$ cat src/rtl/norm_arbiter_if.sv
// Request/encoder/response bundle shared by the adder lanes, the shared
// leading-one encoder and the normalise arbiter.
interface norm_arbiter_if #(
  parameter int NUM_REQ = 4,
  parameter int ID_W    = 2
);
  logic [NUM_REQ-1:0]    ReqValid;
  logic [NUM_REQ-1:0]    ReqReady;
  logic [NUM_REQ*25-1:0] ReqMant;
  logic [NUM_REQ*8-1:0]  ReqExp;
  logic [24:0]           PeDataIn;
  logic [4:0]            PeDataOut;
  logic                  RspValid;
  logic                  RspReady;
  logic [ID_W-1:0]       RspId;
  logic [22:0]           RspMant;
  logic [7:0]            RspExp;
  logic                  RspZero;
  logic                  RspOvf;
  logic                  RspUnf;
  logic                  Busy;

  // Arbiter side
  modport slave (
    input  ReqValid, ReqMant, ReqExp, PeDataOut, RspReady,
    output ReqReady, PeDataIn, RspValid, RspId, RspMant, RspExp,
           RspZero, RspOvf, RspUnf, Busy
  );

  // Lanes / encoder / downstream side
  modport master (
    output ReqValid, ReqMant, ReqExp, PeDataOut, RspReady,
    input  ReqReady, PeDataIn, RspValid, RspId, RspMant, RspExp,
           RspZero, RspOvf, RspUnf, Busy
  );
endinterface

$ cat src/rtl/norm_arbiter.sv
// Shares one leading-one encoder and normalising shifter between NUM_REQ lanes.
// Define NORM_ARB_RR_EN for round-robin arbitration; default is fixed priority.
module norm_arbiter #(
  parameter int NUM_REQ = 4,
  parameter int ID_W    = 2
) (
  input  logic          Clk,
  input  logic          Rst,
  norm_arbiter_if.slave bus
);

  typedef enum logic [1:0] {IDLE, ENC, SHIFT, RESP} state_t;

  typedef struct packed {
    logic [22:0] mant;
    logic [7:0]  exp;
    logic        zero;
    logic        ovf;
    logic        unf;
  } rsp_t;

  state_t state, state_nxt;

  logic            gnt_any;
  logic [ID_W-1:0] gnt_id;
  logic            take;
  int              idx;

  logic [24:0]     mant_p0;
  logic [7:0]      exp_p0;
  logic [ID_W-1:0] id_p0;
  logic [4:0]      pos_p1;
  logic            zero_p1;
  rsp_t            nrm;

  // Bring the hidden bit to position 23 and saturate the exponent.
  function automatic rsp_t normalise(input logic [24:0] mant, input logic [7:0] e,
                                     input logic [4:0] pos, input logic zero);
    rsp_t             r;
    logic signed [9:0] e_s;
    logic [24:0]      m_sh;
    logic [4:0]       s;
    r    = '0;
    m_sh = '0;
    s    = 5'd23 - pos;
    e_s  = signed'({2'b00, e});
    if (zero) begin
      r.zero = 1'b1;
    end else if (pos == 5'd24) begin
      if (e >= 8'd254) begin
        r.ovf = 1'b1;
        r.exp = 8'd255;
      end else begin
        m_sh   = mant >> 1;
        r.mant = m_sh[22:0];
        r.exp  = e + 8'd1;
      end
    end else if (pos < 5'd23) begin
      e_s = e_s - signed'({5'b00000, s});
      if (e_s <= 0) begin
        r.unf = 1'b1;
      end else begin
        m_sh   = mant << s;
        r.mant = m_sh[22:0];
        r.exp  = e_s[7:0];
      end
    end else begin
      r.mant = mant[22:0];
      r.exp  = e;
    end
    return r;
  endfunction

`ifdef NORM_ARB_RR_EN
  logic [ID_W-1:0] rr_ptr;

  // Reverse scan so the first valid lane at or after the pointer wins.
  always_comb begin
    gnt_any = 1'b0;
    gnt_id  = '0;
    idx     = 0;
    for (int k = NUM_REQ - 1; k >= 0; k--) begin
      idx = (int'(rr_ptr) + k) % NUM_REQ;
      if (bus.ReqValid[idx]) begin
        gnt_any = 1'b1;
        gnt_id  = ID_W'(idx);
      end
    end
  end

  always_ff @(posedge Clk) begin
    if (Rst)
      rr_ptr <= '0;
    else if (take)
      rr_ptr <= (int'(gnt_id) == NUM_REQ - 1) ? '0 : gnt_id + 1'b1;
  end
`else
  always_comb begin
    gnt_any = 1'b0;
    gnt_id  = '0;
    idx     = 0;
    for (int k = NUM_REQ - 1; k >= 0; k--) begin
      if (bus.ReqValid[k]) begin
        gnt_any = 1'b1;
        gnt_id  = ID_W'(k);
        idx     = k;
      end
    end
  end
`endif

  assign take         = (state == IDLE) && gnt_any && !Rst;
  assign bus.ReqReady = take ? (NUM_REQ'(1) << gnt_id) : '0;
  assign bus.PeDataIn = (state != IDLE) ? mant_p0 : '0;
  assign bus.Busy     = (state != IDLE);

  always_comb begin
    state_nxt = state;
    unique case (state)
      IDLE:    if (gnt_any) state_nxt = ENC;
      ENC:     state_nxt = SHIFT;
      SHIFT:   state_nxt = RESP;
      RESP:    if (bus.RspReady) state_nxt = IDLE;
      default: state_nxt = IDLE;
    endcase
  end

  always_ff @(posedge Clk) begin
    if (Rst) state <= IDLE;
    else     state <= state_nxt;
  end

  // p0: capture the granted lane
  always_ff @(posedge Clk) begin
    if (take) begin
      mant_p0 <= bus.ReqMant[25*int'(gnt_id) +: 25];
      exp_p0  <= bus.ReqExp[8*int'(gnt_id) +: 8];
      id_p0   <= gnt_id;
    end
  end

  // p1: encoder result; zero is taken from the mantissa, not the encoder's 23
  always_ff @(posedge Clk) begin
    if (state == ENC) begin
      pos_p1  <= bus.PeDataOut;
      zero_p1 <= (mant_p0 == 25'd0);
    end
  end

  assign nrm = normalise(mant_p0, exp_p0, pos_p1, zero_p1);

  // p2: response register, held until accepted
  always_ff @(posedge Clk) begin
    if (Rst) begin
      bus.RspValid <= 1'b0;
      bus.RspId    <= '0;
      bus.RspMant  <= '0;
      bus.RspExp   <= '0;
      bus.RspZero  <= 1'b0;
      bus.RspOvf   <= 1'b0;
      bus.RspUnf   <= 1'b0;
    end else if (state == SHIFT) begin
      bus.RspValid <= 1'b1;
      bus.RspId    <= id_p0;
      bus.RspMant  <= nrm.mant;
      bus.RspExp   <= nrm.exp;
      bus.RspZero  <= nrm.zero;
      bus.RspOvf   <= nrm.ovf;
      bus.RspUnf   <= nrm.unf;
    end else if (state == RESP && bus.RspReady) begin
      bus.RspValid <= 1'b0;
    end
  end

endmodule

$ cat src/flat_wrapper.sv
// flat-port wrapper written by rule: the top's interface ports become plain ports
module norm_arbiter_flat 
#(
  parameter int NUM_REQ = 4,
  parameter int ID_W    = 2
)
  (Clk, Rst, bus_ReqValid, bus_ReqMant, bus_ReqExp, bus_PeDataOut, bus_RspReady, bus_ReqReady, bus_PeDataIn, bus_RspValid, bus_RspId, bus_RspMant, bus_RspExp, bus_RspZero, bus_RspOvf, bus_RspUnf, bus_Busy);
  norm_arbiter_if #(.NUM_REQ(NUM_REQ), .ID_W(ID_W)) bus_i ();
  input  logic Clk;
  input  logic Rst;
  input wire logic [$bits(bus_i.ReqValid)-1:0] bus_ReqValid;
  input wire logic [$bits(bus_i.ReqMant)-1:0] bus_ReqMant;
  input wire logic [$bits(bus_i.ReqExp)-1:0] bus_ReqExp;
  input wire logic [$bits(bus_i.PeDataOut)-1:0] bus_PeDataOut;
  input wire logic [$bits(bus_i.RspReady)-1:0] bus_RspReady;
  output wire logic [$bits(bus_i.ReqReady)-1:0] bus_ReqReady;
  output wire logic [$bits(bus_i.PeDataIn)-1:0] bus_PeDataIn;
  output wire logic [$bits(bus_i.RspValid)-1:0] bus_RspValid;
  output wire logic [$bits(bus_i.RspId)-1:0] bus_RspId;
  output wire logic [$bits(bus_i.RspMant)-1:0] bus_RspMant;
  output wire logic [$bits(bus_i.RspExp)-1:0] bus_RspExp;
  output wire logic [$bits(bus_i.RspZero)-1:0] bus_RspZero;
  output wire logic [$bits(bus_i.RspOvf)-1:0] bus_RspOvf;
  output wire logic [$bits(bus_i.RspUnf)-1:0] bus_RspUnf;
  output wire logic [$bits(bus_i.Busy)-1:0] bus_Busy;
  assign bus_i.ReqValid = bus_ReqValid;
  assign bus_i.ReqMant = bus_ReqMant;
  assign bus_i.ReqExp = bus_ReqExp;
  assign bus_i.PeDataOut = bus_PeDataOut;
  assign bus_i.RspReady = bus_RspReady;
  assign bus_ReqReady = bus_i.ReqReady;
  assign bus_PeDataIn = bus_i.PeDataIn;
  assign bus_RspValid = bus_i.RspValid;
  assign bus_RspId = bus_i.RspId;
  assign bus_RspMant = bus_i.RspMant;
  assign bus_RspExp = bus_i.RspExp;
  assign bus_RspZero = bus_i.RspZero;
  assign bus_RspOvf = bus_i.RspOvf;
  assign bus_RspUnf = bus_i.RspUnf;
  assign bus_Busy = bus_i.Busy;
  norm_arbiter #(.NUM_REQ(NUM_REQ), .ID_W(ID_W)) u_core (.Clk(Clk), .Rst(Rst), .bus(bus_i));
endmodule
$ cat config.mk
export PLATFORM = sky130hd
export DESIGN_NAME = norm_arbiter_flat
export DESIGN_NICKNAME = d
export VERILOG_FILES = /design/src/rtl/norm_arbiter_if.sv /design/src/rtl/norm_arbiter.sv /design/src/flat_wrapper.sv
export SDC_FILE = /design/constraint.sdc
export NUM_CORES = 1
export LEC_CHECK = 0
export CAP_MARGIN = 20
export CORE_MARGIN = 2
export CORE_UTILIZATION = 43
export CTS_BUF_LIST = sky130_fd_sc_hd__clkbuf_4
export DETAILED_ROUTE_END_ITERATION = 10
export GPL_TIMING_DRIVEN = 0
export PLACE_DENSITY = 0.84
export SYNTH_ARGS = -nofsm -noshare
export SYNTH_HDL_FRONTEND = slang
export SYNTH_SLANG_ARGS = --single-unit
$ cat constraint.sdc
create_clock -name Clk -period 3.55 [get_ports Clk]
set_input_delay 0.71 -clock Clk [delete_from_list [all_inputs] [get_ports Clk]]
set_output_delay 0.71 -clock Clk [all_outputs]
set_load 0.02 [all_outputs]
==> results of run 1 <==
-- layout by cell type, fill, tap and decap left out, types with 8 or more instances in the layout --
cell,Yosys,final
a21oi_1,32,32
clkdlybuf4s50_1,0,208
nand4_1,10,10
ha_1,12,12
mux2i_1,35,35
a221oi_1,29,29
mux4_2,8,8
nand3_1,18,18
dfxtp_1,39,39
clkbuf_1,49,45
a222oi_1,34,34
nor2b_1,37,37
o21ai_0,26,26
edfxtp_1,41,41
buf_2,10,10
inv_1,10,10
nor2_1,50,49
mux2_2,18,18
clkbuf_4,0,10
nand2_1,117,117
a22oi_1,8,8
nor3_1,8,8
-- where the power goes --
| part | internal, mW | switching (mW) |
|---|---|---|
| registers | 1.19 | 0.241 |
| clock network | 0.225 | 0.355 |
| logic | 1.36 | 1.78 |
| total | 2.77 | 2.38 |
-- synthesized netlist by cell type, types with 8 or more instances --
library cell    n  area (um^2)
a21oi_1        32          160
a221oi_1       29          254
a222oi_1       34          340
a22oi_1         8         60.1
buf_2          10         50.1
clkbuf_1       49          184
dfxtp_1        39          781
edfxtp_1       41         1230
ha_1           12          150
inv_1          10         37.5
mux2_2         18          203
mux2i_1        35          350
mux4_2          8          180
nand2_1       117          439
nand3_1        18         90.1
nand4_1        10         62.6
nor2_1         50          188
nor2b_1        37          231
nor3_1          8         40.0
o21ai_0        26          130
-- layout make-up --
type                       count  share of cell area, %
multi-input combinational    547                   43.9
timing repair buffer         212                   24.5
sequential                    80                   23.2
buffer                        65                   3.39
tap                          180                   2.60
clock buffer                  10                  0.866
clock inverter                 6                  0.794
inverter                      14                  0.693
antenna                        1                 0.0289
-- timing repair --
action,in CTS,in global routing
setup endpoints to repair,25,22
buffers inserted,1,1
pin swaps,0,2
resized for setup,7,6
-- metrics by stage --
stage	worst slack, ps	hold WS (ps)
detailed placement	-318	453
finish	112	468
CTS	14.5	472
global placement	-770	450
global route	10.2	493
floorplan	213	456
-- cell families after synthesis --
| group | after synthesis | synth area share, % |
|---|---|---|
| compound gates | 191 | 24.6 |
| xor+xnor | 9 | 1.51 |
| simple gates | 273 | 20.8 |
| mux | 61 | 11.9 |
| buf+inv | 80 | 5.53 |
| flops | 80 | 32.8 |
| fa+ha+maj | 13 | 2.77 |
-- state kept, by name (all words and copies together) (netlist names) --
register	flops
u_core.bus.RspMant	23
u_core.exp_p0	8
u_core.mant_p0	25
u_core.bus.RspExp	8
u_core.bus.RspOvf	1
u_core.zero_p1	1
u_core.bus.RspId	2
u_core.state	2
u_core.bus.RspUnf	1
u_core.bus.RspValid	1
u_core.bus.RspZero	1
u_core.id_p0	2
u_core.pos_p1	5
-- path summary, 6_finish.rpt --
| check | end | slack (ps) | from | depth (start not counted) |
|---|---|---|---|---|
| worst max-delay path | u_core.bus.RspMant[7] | 110 | u_core.pos_p1[0] | 13 |
| worst min-delay path | u_core.bus.RspExp[0] | 470 | u_core.bus.RspExp[0] | 2 |
| worst max register to register | u_core.bus.RspMant[7] | 110 | u_core.pos_p1[0] | 13 |
| worst min register to register | u_core.bus.RspExp[0] | 470 | u_core.bus.RspExp[0] | 2 |
-- worst max-delay path, delay by kind of cell (launching register included) --
kind	cells	cell delay (ps)
AND/OR/NAND/NOR	2	530
AO/OA/AOI/OAI	5	1170
buffers and inverters	4	520
flip-flops	1	470
adder cells (fa/ha/maj)	2	590
-- layer usage --
layer | global-route usage, % | vias up | part of all wire (%)
met5 | 0 | - | 0
met4 | 12.8 | 0 | 3.2
met3 | 6.78 | 55 | 8.5
met1 | 40.0 | 3102 | 41
met2 | 49.2 | 401 | 47
li1 | - | 3156 | -
==> metrics.txt, run 1 <==
status finished clean; die area 15200 um^2; FF+latch count, synth 80; Synth Warn # 0; Mapped Area 6140 um^2; Post-CTS Hold Buffers 0; Rel. slew slack 36.2%; Tot GR Track Use 30.7%; Worst Tran Pin Value 951 ps; grt ovf 0; share of cells above drive strength 1 8.35%; num rows 43; CTS Buf Count 9; final setup violation count 0; Cells after Synth 707; Post-DP Area between 8000 and 9000 um^2; Peak Freq roughly 0.29 GHz; area added between synthesis and finish 41.2%; Max rail drop VDD roughly 0.29 mV; # port buffers 209; Vias/cell approximately 6.0; filler cell count 1214; Finished Cell Area approximately 8700 um^2; max-cap viol count 0; I/O pin cnt 211; Initial Util 44.0%; min Tclk post-route 3440 ps; worst skew pair latency around 500 ps; Die Y-Extent about 120 um; dpl cells roughly 1100; vias in the first global route approximately 6400; DRT Pass-1 Iters 7; clock skew 21.7 ps; Routed WL around 23 mm; RePlAce Congestion 0.983; setup TNS 0 ps; Reg area between 2000 and 2500 um^2; ys flop type edfxtp_1; DR vias ~6700; Max Root-Sink Buffers 2; Worst EP arrival 3780 ps; Fin. Hold Viols 0; Critical-path top delay cell edfxtp_1; Finished Layout Cells 1115; Total Power 5.15 mW; multi-input combinational cell area 3800 um^2; critical path class flop to flop; Avg Inst Size Synth 8.68 um^2; H-tree depth 3; CP Capture Type flop; critical path cell sequence buf_8, inv_8, ha_1, inv_1, fa_2, a21o_4, a2111oi_4, o211ai_1, a2111o_1, or3_4, buf_6, nand4_1, a221oi_1; sequential element share of the synthesized area ~33%; Post-Syn Nets between 800 and 900; placed wire-length estimate approximately 18 mm; Reg clk slew, reported paths 150 ps; ys async rst share 0%; Leak between 3 and 4 nW; critical path's largest stage delay 470 ps; Max Slew Vio Count 0; largest net degree at the start of global routing 35; initial antenna violation count 0; worst hold path type flop to flop; initial drt markers 893; CTS tree done; nets 1086; Worst Path Required 3890 ps; worst-path fanout max 10; DRC 0; final core occ 62.2%; Clock Tree Root clkbuf_4; unrepaired setup endpoints after global routing no; core area 13900 um^2; post-route clock period utilization 96.9%; routed len/inst 20.9 um; EDFF count, synth 41; global-route wire length before repair 35.4 mm; Netlist cell types 69; Die W 123 um; Critical Path Start Type flop; clk sinks 80; Post-DRT Antenna Nets 0; Power Dens Cells between 500 and 600 nW/um^2
Note: power is estimated with default switching activity, not from simulation.
==> run 2, diff against run 1 <==
--- a/config.mk
+++ b/config.mk
@@ -6,7 +6,6 @@
 export NUM_CORES = 1
 export LEC_CHECK = 0
 export CAP_MARGIN = 20
-export CORE_MARGIN = 2
 export CORE_UTILIZATION = 43
 export CTS_BUF_LIST = sky130_fd_sc_hd__clkbuf_4
 export DETAILED_ROUTE_END_ITERATION = 10
==> run 2 against run 1 <==
Sequential power is essentially flat. Worst setup slack lost 2.5 ps. Cell count shrank 0.18%. Maximum frequency is essentially flat. Count of clock-buffer cells in the layout shrank 1. Critical endpoint is now u_core.bus.RspMant[8]. Wire length shrank 2.4%. Sequential share of layout area grew 0.067 points. Global-route usage grew 0.85 points. Largest power group unchanged. Cell area shrank 0.29%.
==> metrics.txt, run 2 (synthesized netlist as in run 1, its figures left out) <==
status finished clean (unchanged); final setup violation count 0 (unchanged); Comb power frac 61.0% (about the same); worst hold path type flop to flop (unchanged); Max Slew Vio Count 0 (unchanged); Worst Path Required 3940 ps (was 3890 ps); dpl cells 1097 (unchanged); Die Y-Extent 121 um (was 123 um); Die W 121 um (was 123 um); num rows 43 (unchanged); Clock Power Share 11.0% (was 11.3%); DRC 0 (unchanged); Max Root-Sink Buffers 2 (unchanged); I/O pin cnt 211 (unchanged); largest net degree at the start of global routing 34 (was 35); Peak Freq 0.291 GHz (about the same); nets 1085 (was 1086); clk sinks 80 (unchanged); Worst EP arrival 3830 ps (was 3780 ps); clock skew 22.4 ps (was 21.7 ps); Max rail drop VDD 0.309 mV (was 0.290 mV); Routed WL 22.8 mm (was 23.3 mm); RePlAce Congestion 0.972 (was 0.983); Power Dens Cells 591 nW/um^2 (was 594 nW/um^2); max-cap viol count 0 (unchanged); hold_sp u_core.bus.RspExp[0] (unchanged); number of flip-flops in the largest register 25 (unchanged); worst hold slack 467 ps (was 468 ps); CTS tree done (unchanged); Rel. slew slack 35.8% (was 36.2%); core area 13900 um^2 (about the same); worst skew pair latency 480 ps (was 500 ps); most frequent cells in the layout clkdlybuf4s50_1, nand2_1, nor2_1, clkbuf_1, edfxtp_1 (unchanged); switching share of power 46.2% (about the same); cell depth of the worst flop-to-flop path 12 (was 13); most common cell after layout, fill and taps aside clkdlybuf4s50_1 (unchanged); Vias/cell 6.09 (was 6.02); grt ovf 0 (unchanged); worst-path fanout max 10 (unchanged); Finished Cell Area 8640 um^2 (was 8670 um^2); critical path class flop to flop (unchanged); reg2reg setup slack 110 ps (about the same); unrepaired setup endpoints after global routing no (unchanged); Top reg by flops u_core.mant_p0 (unchanged); setup TNS 0 ps (unchanged); diode count 0 (was 1); CTS Buf Count 9 (unchanged); Leak 3.08 nW (was 3.09 nW); placed wire-length estimate 17.8 mm (was 18.3 mm); filler cell count 1245 (was 1214); Critical Path Start Type flop (unchanged); DRT Pass-1 Iters 8 (was 7); CP Capture Type flop (unchanged); vias in the first global route 6419 (was 6379); Finished Layout Cells 1113 (was 1115); die area 14800 um^2 (was 15200 um^2); post-route clock period utilization 96.9% (about the same); Reg clk slew, reported paths 140 ps (was 150 ps); Tot GR Track Use 31.5% (was 30.7%); hold path depth 2 (unchanged); launch point of the worst reg-to-reg path u_core.pos_p1[0] (unchanged); Post-DRT Antenna Nets 0 (unchanged); switching pwr 2.36 mW (was 2.38 mW); area added between synthesis and finish 40.8% (was 41.2%); FF-to-FF End u_core.bus.RspMant[8] (was u_core.bus.RspMant[7]); min Tclk post-route 3440 ps (about the same); top flop regs u_core.mant_p0 x25, u_core.bus.RspMant x23 (unchanged); initial antenna violation count 0 (unchanged); # port buffers 209 (unchanged); routed len/inst 20.5 um (was 20.9 um); Setup WS post-layout 109 ps (was 112 ps); Worst Tran Pin Value 955 ps (was 951 ps); sequential share of power 27.9% (was 27.7%); Post-DP Area 8480 um^2 (unchanged); Clock Tree Root clkbuf_4 (unchanged); H-tree depth 3 (unchanged); Setup Slack @ Placement -422 ps (was -318 ps); share of cells above drive strength 1 7.93% (was 8.35%); Fin. Hold Viols 0 (unchanged); internal power 2.75 mW (was 2.77 mW); DR vias 6774 (was 6714); global-route wire length before repair 35.2 mm (was 35.4 mm); Worst Hold End u_core.bus.RspExp[0] (unchanged); initial drt markers 848 (was 893); Initial Util 44.2% (was 44.0%)
run 2: power by group through the flow:
stage | clock network (mW) | registers, mW | logic, mW
floorplan | 0 | 1.39 | 1.94
global placement | 0 | 1.44 | 3.00
detailed placement | 0 | 1.44 | 3.04
CTS | 0.567 | 1.42 | 3.07
global route | 0.607 | 1.45 | 3.35
finish | 0.563 | 1.43 | 3.12
run 2: worst max-delay path by stage:
stage / start / slack [ps] / to
after detailed placement: bus_ReqValid[0] / -420 / bus_ReqReady[3]
after floorplan: u_core.pos_p1[0] / 210 / u_core.bus.RspMant[18]
after global placement: bus_ReqValid[0] / -780 / bus_ReqReady[1]
final: u_core.pos_p1[0] / 110 / u_core.bus.RspMant[8]
after global routing: u_core.state[1] / 4 / bus_PeDataIn[23]
after CTS: u_core.pos_p1[0] / 30 / u_core.bus.RspMant[18]
run 2: critical path, cell delays in order, from the launching register on:
cell and delay, ps:
edfxtp_1 460, buf_6 190, inv_6 120, ha_1 180, inv_1 60, fa_1 460, a21o_4 260, a21oi_4 200
xnor3_1 240, a2111o_1 380, nor3_1 410, o2111ai_1 190, and2_1 200
run 2: cell type report:
type	instances	area, um^2	area share, %
Tap cell	180	225	2.61
Timing Repair Buffer	211	2120	24.5
Clock inverter	7	70.1	0.811
Clock buffer	9	67.6	0.782
Inverter	14	57.6	0.666
Multi-Input combinational cell	547	3800	44.0
Sequential cell	80	2010	23.3
Buffer	65	290	3.36
run 2: layer usage:
layer	up-vias	wire length [um]	global-route usage, %
met3	61	2120	6.53
met2	383	10500	49.8
li1	3145	-	-
met1	3185	9290	40.9
met4	0	846	15.4
met5	-	0	0
run 2: timing repair:
item | CTS | global route
hold buffers | 0 | 0
pin swaps | 0 | 2
resized for setup | 6 | 4
buffers inserted | 1 | 0
endpoints found under the setup margin | 24 | 22
run 2: per-stage QoR:
stage                     util, %  total power, mW
after floorplan                 -             3.33
after global placement       60.9             4.44
after detailed placement     61.1             4.48
after CTS                    62.2             5.05
after global routing         62.3             5.40
final                        62.3             5.11
